$ cat src/rtl/uart_pkg.sv
// Constants and state encoding shared by the UART transmit and receive paths.
package uart_pkg;

  typedef enum logic [1:0] {IDLE, START, DATA, STOP} uart_tx_state_t;

  localparam int UART_DEFAULT_CLKS_PER_BIT = 868;
  localparam int UART_DATA_BITS            = 8;

endpackage

$ cat src/rtl/mmio_uart_tx_if.sv
// MMIO store path between the Memory stage and the UART transmitter.
interface mmio_uart_tx_if;

  logic        mmio_wea;
  logic [31:0] mmio_dat;
  logic        mmio_read;

  modport master (output mmio_wea, output mmio_dat, input mmio_read);
  modport slave  (input mmio_wea, input mmio_dat, output mmio_read);

endinterface

$ cat src/rtl/sync_fifo.sv
// Single-clock FIFO; pointers carry an extra wrap bit so full and empty are exact.
module sync_fifo #(
  parameter int WIDTH = 8,
  parameter int DEPTH = 16
) (
  input  logic             clk,
  input  logic             Rst,
  input  logic             push,
  input  logic             pop,
  input  logic [WIDTH-1:0] din,
  output logic [WIDTH-1:0] dout,
  output logic             full,
  output logic             empty
);

  localparam int AW = $clog2(DEPTH);

  logic [AW:0]      wr_ptr;
  logic [AW:0]      rd_ptr;
  logic [WIDTH-1:0] mem [DEPTH];
  logic             do_push;
  logic             do_pop;

  assign do_push = push && !full;
  assign do_pop  = pop && !empty;

  always_ff @(posedge clk or posedge Rst) begin
    if (Rst) begin
      wr_ptr <= '0;
      rd_ptr <= '0;
    end else begin
      if (do_push) wr_ptr <= wr_ptr + (AW+1)'(1);
      if (do_pop)  rd_ptr <= rd_ptr + (AW+1)'(1);
    end
  end

  // Storage carries no reset; only the pointers define what is valid.
  always_ff @(posedge clk) begin
    if (do_push) mem[wr_ptr[AW-1:0]] <= din;
  end

  assign dout  = mem[rd_ptr[AW-1:0]];
  assign empty = (wr_ptr == rd_ptr);
  assign full  = (wr_ptr[AW] != rd_ptr[AW]) && (wr_ptr[AW-1:0] == rd_ptr[AW-1:0]);

endmodule

$ cat src/rtl/mmio_uart_tx.sv
// MMIO-fed UART transmitter: queued store bytes go out as 8N1 frames, LSB first.
module mmio_uart_tx
  import uart_pkg::*;
#(
  parameter int CLKS_PER_BIT = UART_DEFAULT_CLKS_PER_BIT,
  parameter int FIFO_DEPTH   = 16
) (
  input  logic           clk,
  input  logic           Rst,
  mmio_uart_tx_if.slave  bus,
  output logic           tx,
  output logic           tx_busy,
  output logic           tx_overflow
);

  localparam int                CW        = $clog2(CLKS_PER_BIT);
  localparam int                BW        = $clog2(UART_DATA_BITS);
  localparam logic [CW-1:0]     BAUD_LAST = CW'(CLKS_PER_BIT - 1);
  localparam logic [BW-1:0]     BIT_LAST  = BW'(UART_DATA_BITS - 1);

  uart_tx_state_t            state, state_n;
  logic [CW-1:0]             baud_cnt, baud_cnt_n;
  logic [BW-1:0]             bit_idx, bit_idx_n;
  logic [UART_DATA_BITS-1:0] shift, shift_n;
  logic                      tx_n;
  logic                      baud_done;

  logic                      fifo_push;
  logic                      fifo_pop;
  logic                      fifo_full;
  logic                      fifo_empty;
  logic [UART_DATA_BITS-1:0] fifo_dout;

  // Full is taken from the registered pointers, so a same-cycle pop cannot rescue a store.
  assign fifo_push = bus.mmio_wea && !fifo_full;

  sync_fifo #(
    .WIDTH (UART_DATA_BITS),
    .DEPTH (FIFO_DEPTH)
  ) u_fifo (
    .clk   (clk),
    .Rst   (Rst),
    .push  (fifo_push),
    .pop   (fifo_pop),
    .din   (bus.mmio_dat[UART_DATA_BITS-1:0]),
    .dout  (fifo_dout),
    .full  (fifo_full),
    .empty (fifo_empty)
  );

  assign baud_done     = (baud_cnt == BAUD_LAST);
  assign bus.mmio_read = !fifo_full;
  assign tx_busy       = (state != IDLE) || !fifo_empty;

  always_comb begin
    state_n    = state;
    baud_cnt_n = baud_cnt;
    bit_idx_n  = bit_idx;
    shift_n    = shift;
    tx_n       = tx;
    fifo_pop   = 1'b0;
    if (state != IDLE) baud_cnt_n = baud_done ? '0 : baud_cnt + CW'(1);
    // tx_n is the line level for the cycle after this edge, keeping tx glitch-free.
    case (state)
      IDLE: begin
        tx_n = 1'b1;
        if (!fifo_empty) begin
          fifo_pop   = 1'b1;
          shift_n    = fifo_dout;
          baud_cnt_n = '0;
          state_n    = START;
          tx_n       = 1'b0;
        end
      end
      START: begin
        if (baud_done) begin
          state_n   = DATA;
          bit_idx_n = '0;
          tx_n      = shift[0];
        end
      end
      DATA: begin
        if (baud_done) begin
          shift_n = shift >> 1;
          if (bit_idx == BIT_LAST) begin
            state_n = STOP;
            tx_n    = 1'b1;
          end else begin
            bit_idx_n = bit_idx + BW'(1);
            tx_n      = shift[1];
          end
        end
      end
      STOP: begin
        if (baud_done) begin
          if (!fifo_empty) begin
            fifo_pop = 1'b1;
            shift_n  = fifo_dout;
            state_n  = START;
            tx_n     = 1'b0;
          end else begin
            state_n = IDLE;
            tx_n    = 1'b1;
          end
        end
      end
      default: begin
        state_n = IDLE;
        tx_n    = 1'b1;
      end
    endcase
  end

  always_ff @(posedge clk or posedge Rst) begin
    if (Rst) begin
      state       <= IDLE;
      baud_cnt    <= '0;
      bit_idx     <= '0;
      tx          <= 1'b1;
      tx_overflow <= 1'b0;
    end else begin
      state    <= state_n;
      baud_cnt <= baud_cnt_n;
      bit_idx  <= bit_idx_n;
      tx       <= tx_n;
      if (bus.mmio_wea && fifo_full) tx_overflow <= 1'b1;
    end
  end

  always_ff @(posedge clk) begin
    shift <= shift_n;
  end

endmodule

$ cat src/flat_wrapper.sv
// flat-port wrapper written by rule: the top's interface ports become plain ports
module mmio_uart_tx_flat import uart_pkg::*;
#(
  parameter int CLKS_PER_BIT = UART_DEFAULT_CLKS_PER_BIT,
  parameter int FIFO_DEPTH   = 16
)
  (clk, Rst, tx, tx_busy, tx_overflow, bus_mmio_wea, bus_mmio_dat, bus_mmio_read);
  mmio_uart_tx_if bus_i ();
  input  logic clk;
  input  logic Rst;
  output logic tx;
  output logic tx_busy;
  output logic tx_overflow;
  input wire logic [$bits(bus_i.mmio_wea)-1:0] bus_mmio_wea;
  input wire logic [$bits(bus_i.mmio_dat)-1:0] bus_mmio_dat;
  output wire logic [$bits(bus_i.mmio_read)-1:0] bus_mmio_read;
  assign bus_i.mmio_wea = bus_mmio_wea;
  assign bus_i.mmio_dat = bus_mmio_dat;
  assign bus_mmio_read = bus_i.mmio_read;
  mmio_uart_tx #(.CLKS_PER_BIT(CLKS_PER_BIT), .FIFO_DEPTH(FIFO_DEPTH)) u_core (.clk(clk), .Rst(Rst), .bus(bus_i), .tx(tx), .tx_busy(tx_busy), .tx_overflow(tx_overflow));
endmodule
$ cat config.mk
export PLATFORM = sky130hd
export DESIGN_NAME = mmio_uart_tx_flat
export DESIGN_NICKNAME = d
export VERILOG_FILES = /design/src/rtl/uart_pkg.sv /design/src/rtl/mmio_uart_tx_if.sv /design/src/rtl/sync_fifo.sv /design/src/rtl/mmio_uart_tx.sv /design/src/flat_wrapper.sv
export SDC_FILE = /design/constraint.sdc
export NUM_CORES = 1
export LEC_CHECK = 0
export BUFFER_PORTS_ARGS = -buffer_cell sky130_fd_sc_hd__buf_2
export CAP_MARGIN = 20
export CORE_ASPECT_RATIO = 0.5
export CORE_MARGIN = 5
export CORE_UTILIZATION = 30
export CTS_CLUSTER_DIAMETER = 60
export DETAILED_ROUTE_END_ITERATION = 7
export MAX_ROUTING_LAYER = met4
export PLACE_DENSITY = 0.48
export SLEW_MARGIN = 0
export SYNTH_ARGS = -nofsm -noshare
export SYNTH_HDL_FRONTEND = slang
export SYNTH_SLANG_ARGS = --single-unit
$ cat constraint.sdc
create_clock -name clk -period 2.8 [get_ports clk]
set_input_delay 0.56 -clock clk [delete_from_list [all_inputs] [get_ports clk]]
set_output_delay 0.56 -clock clk [all_outputs]
set_load 0.05 [all_outputs]
==> parameters.txt <==
Parameter                              Value

Placed design
  Total cell area at the placement stage ... 7282 um2
  Post-detailed-placement half-perimeter wirelength ... 9.559 mm
  Quantity of I/O buffers inserted on ports ... 14
  Setup slack after placement ... 592.6 ps
  Final RePlAce weighted congestion ... 0.7596
  DP Cell Count ... 716

STA
  Worst rel slew slack ... 0.5094
  Final worst path period share ... 0.9393
  Total negative setup slack ... 0 ps
  Final hold violations ... 0
  Setup repair after global routing missed its margin ... no
  Slew at the pin closest to its max-slew limit ... 731.5 ps
  Number of endpoints failing setup at the final stage ... 0
  Clock skew after layout ... 13.92 ps
  Max Slew Vio Count ... 0
  Final setup slack of the worst path ... 170.0 ps
  Clock period minus final worst setup slack ... 2630 ps
  Achievable frequency ... 380.2 MHz

Critical path
  CP Class ... flip-flop to output port
  Crit path launch type ... flip-flop
  Most used cell, CP ... sky130_fd_sc_hd__inv_1
  Cell family contributing the most delay on the critical path ... buffers and inverters
  Worst path cell trace ... inv_1, ha_1, inv_1, nor3_1, inv_1, buf_2
  Maximum fanout count along the critical path ... 8
  Combined buffer and inverter count along the critical path ... 4
  Worst endpoint data arrival time ... 2070 ps
  Critical path's largest stage delay ... 440 ps
  Worst endpoint required time ... 2240 ps
  Slowest cell on the critical path ... sky130_fd_sc_hd__dfrtp_1
  Endpoint class of the critical path ... output port

Synth
  Post-Syn Area per Cell ... 17.00 um2
  Net count after synthesis ... 450
  Part of the Yosys area used for sequential elements ... 0.6968
  Number of synthesized flops with an enable pin ... 136
  Post-synthesis sequential element count ... 163
  Synthesized area ... 6833 um2
  Synth warn ... 0
  Top_reg_cell synth ... sky130_fd_sc_hd__edfxtp_1
  Share of async-settable or async-resettable flops after synthesis ... 0.1656
  Number of distinct library cells after synthesis ... 51
  Number of instances in the synthesized netlist ... 402

Floorplanning
  Effective utilization at floorplan ... 0.3024
  Horizontal die dimension ... 223.4 um
  Boundary pin count ... 39
  Die height ... 116.7 um
  Floorplan die area ... 26080 um2
  CORE AREA ... 22590 um2
  Site row count ... 39

Route
  ANT nets after route ... 0
  Detailed-routing wirelength on met1 ... 7.457 mm
  Initial DRC count ... 398
  Router iterations before antenna repair ... 4
  Final Routed Wirelength ... 14.92 mm
  Via count ... 3560
  Uppermost layer routed ... met4
  Post-detailed-route wirelength per cell ... 19.94 um
  Amount of wire on met2 after detailed routing ... 6.769 mm
  Routed via count divided by cell count ... 4.759
  Detail Route met3 WL ... 551 um
  DR DRC count ... 0

Final layout
  Final antenna diode count ... 0
  Layout-stage area growth over the synthesis result ... 15.80%
  Final layout net count ... 476
  Fraction of layout cells with a size suffix above 1 ... 0.2313
  Fin cells ... 748
  Fill cell instance count of the final layout ... 2125
  Cell area after layout ... 7913 um2

Global route
  Antenna violations before repair ... 0
  Pin count of the biggest net entering global routing ... 28
  Total track usage ... 0.1238
  First-pass GRT wire length ... 22.85 mm
  Overflow after GRT ... 0
  Vias in the first global route ... 3633

Clock network
  Clock transition time at the flip-flop clock pins of the worst setup and hold paths ... 60 ps
  Buffers inserted during post-CTS setup optimization ... 0
  Number of gates resized after cts ... 0
  CTS root buf ... sky130_fd_sc_hd__clkbuf_16
  H-Tree Depth ... 4
  Maximum count of clock buffers along a single path ... 2
  Number of hold buffers added after CTS ... 0
  Worst-Skew Late Latency ... 420 ps
  CTS sink count ... 163
  CTS tree ... done
  Total clock buffers created by CTS ... 17

Power and ir drop
  Reported leakage power ... 2.731 nW
  Logic gate share of total power ... 0.312
  Net Sw Power ... 0.002742 W
  Sequential share of power ... 0.393
  Power density over cell area ... 1070 nW/um2
  Proportion of total power due to net switching ... 0.3239
  Clk network pwr share ... 0.295
  Worst supply voltage drop on vdd ... 0.4557 mV
  Internal cell power ... 0.005725 W

Hold path
  Hold/Removal Path Class ... input pin to asynchronous set/reset pin

Outcome
  Run status ... finished clean

Job
  Count of max-cap constraint violations ... 0
==> power by group through the flow <==
stage	registers [W]	clock network, W	logic, W
after floorplan	0.00333	0	0.00196
after global placement	0.00337	0	0.00267
after detailed placement	0.00338	0	0.00268
after CTS	0.00333	0.00257	0.00269
after global routing	0.00337	0.00268	0.00289
final	0.00333	0.00250	0.00264
==> worst register-to-register path, stage by stage, from the launching register on <==
cell and delay, ps:
sky130_fd_sc_hd__dfrtp_1 490, sky130_fd_sc_hd__xnor2_1 180, sky130_fd_sc_hd__and4_1 240, sky130_fd_sc_hd__a21boi_1 150, sky130_fd_sc_hd__buf_4 230, sky130_fd_sc_hd__and3_1 560
==> metal layers <==
metal / GRT usage / vias to the layer above
met1: 0.1732 / 1845
met5: - / -
met4: 0.04364 / 0
li1: - / 1654
met3: 0.02587 / 7
met2: 0.1803 / 54
==> layout make-up <==
class | count | area [um2] | area share
Clock buffer | 18 | 429.2 | 0.05424
Clock inverter | 14 | 201.4 | 0.02546
Inverter | 12 | 45.04 | 0.005693
Multi-Input combinational cell | 207 | 1923 | 0.2430
Sequential cell | 163 | 4762 | 0.6018
Tap cell | 307 | 384.1 | 0.04855
Timing Repair Buffer | 27 | 167.7 | 0.02119
==> worst paths after layout <==
| check | slack [ps] | startpoint | cells after the start | endpoint |
|---|---|---|---|---|
| max in group asynchronous | 2280 | Rst | 3 | u_core.tx |
| worst max register to register | 590 | u_core.u_fifo.wr_ptr[2] | 5 | u_core.u_fifo.mem[11][5] |
| worst max-delay path | 170 | u_core.state[1] | 6 | tx_busy |
| worst min-delay path | 210 | Rst | 3 | u_core.tx_overflow |
| min in group clk | 410 | bus_mmio_wea | 2 | u_core.tx_overflow |
| worst min register to register | 480 | u_core.tx | 2 | u_core.tx |
==> placed cells by master, fill, tap and decap left out, types with 2 or more instances in the layout <==
| cell | netlist | final |
|---|---|---|
| sky130_fd_sc_hd__and2_1 | 2 | 2 |
| sky130_fd_sc_hd__buf_2 | 3 | 14 |
| sky130_fd_sc_hd__clkinv_2 | 0 | 2 |
| sky130_fd_sc_hd__o31ai_1 | 6 | 6 |
| sky130_fd_sc_hd__o41ai_1 | 6 | 6 |
| sky130_fd_sc_hd__mux2i_1 | 6 | 6 |
| sky130_fd_sc_hd__buf_4 | 4 | 13 |
| sky130_fd_sc_hd__ha_1 | 13 | 13 |
| sky130_fd_sc_hd__inv_8 | 0 | 3 |
| sky130_fd_sc_hd__bufinv_16 | 0 | 4 |
| sky130_fd_sc_hd__clkbuf_16 | 0 | 17 |
| sky130_fd_sc_hd__mux4_2 | 32 | 32 |
| sky130_fd_sc_hd__inv_1 | 12 | 12 |
| sky130_fd_sc_hd__xnor2_1 | 10 | 10 |
| sky130_fd_sc_hd__nor3_1 | 3 | 3 |
| sky130_fd_sc_hd__nor4_1 | 2 | 2 |
| sky130_fd_sc_hd__o21ai_0 | 20 | 20 |
| sky130_fd_sc_hd__nor2_1 | 11 | 11 |
| sky130_fd_sc_hd__nand2b_1 | 3 | 3 |
| sky130_fd_sc_hd__nand3_1 | 2 | 2 |
| sky130_fd_sc_hd__xor2_1 | 3 | 3 |
| sky130_fd_sc_hd__a21oi_1 | 3 | 3 |
| sky130_fd_sc_hd__inv_6 | 0 | 2 |
| sky130_fd_sc_hd__and3_1 | 17 | 17 |
| sky130_fd_sc_hd__nand2_1 | 23 | 23 |
| sky130_fd_sc_hd__edfxtp_1 | 136 | 136 |
| sky130_fd_sc_hd__o22ai_1 | 13 | 13 |
| sky130_fd_sc_hd__dfrtp_1 | 26 | 25 |
| sky130_fd_sc_hd__nand4_1 | 7 | 7 |
| sky130_fd_sc_hd__nor2b_1 | 3 | 3 |
==> sequential cells by signal (all words and copies together), names as in the netlist <==
name,cells
u_core.shift,8
u_core.baud_cnt,10
u_core.bit_idx,3
u_core.u_fifo.mem,128
u_core.tx_overflow,1
u_core.u_fifo.wr_ptr,5
u_core.state,2
u_core.tx,1
u_core.u_fifo.rd_ptr,5
==> synthesized netlist by cell type (all sizes together), types with 6 or more instances <==
| cell type | count | area share |
|---|---|---|
| o21ai | 21 | 0.016 |
| o22ai | 13 | 0.012 |
| o31ai | 7 | 0.0084 |
| nand2 | 23 | 0.013 |
| nand4 | 7 | 0.0064 |
| buf | 9 | 0.0077 |
| mux2i | 6 | 0.0088 |
| mux4 | 32 | 0.11 |
| clkbuf | 11 | 0.0075 |
| dfrtp | 26 | 0.095 |
| inv | 12 | 0.0066 |
| edfxtp | 136 | 0.60 |
| nor2 | 11 | 0.0060 |
| and3 | 18 | 0.017 |
| xnor2 | 10 | 0.013 |
| o41ai | 6 | 0.0077 |
| ha | 13 | 0.024 |
==> through the flow <==
step                      power (W)    util  hold WS, ps
after floorplan            0.005285       -        445.5
after global placement     0.006035  0.3223        475.6
after detailed placement   0.006060  0.3223        470.2
after CTS                  0.008588  0.3502        206.4
after global routing       0.008938  0.3502        246.9
final                      0.008467  0.3502        207.6
==> cells by family after synthesis <==
kind of cell             synth area share
AO/OA/AOI/OAI                     0.05988
XOR/XNOR                          0.01666
adder cells (fa/ha/maj)           0.02381
buffers and inverters             0.02179
flip-flops                         0.6968
multiplexers                       0.1181
AND/OR/NAND/NOR                   0.06299
No activity file was read; power rests on OpenSTA's default activity.
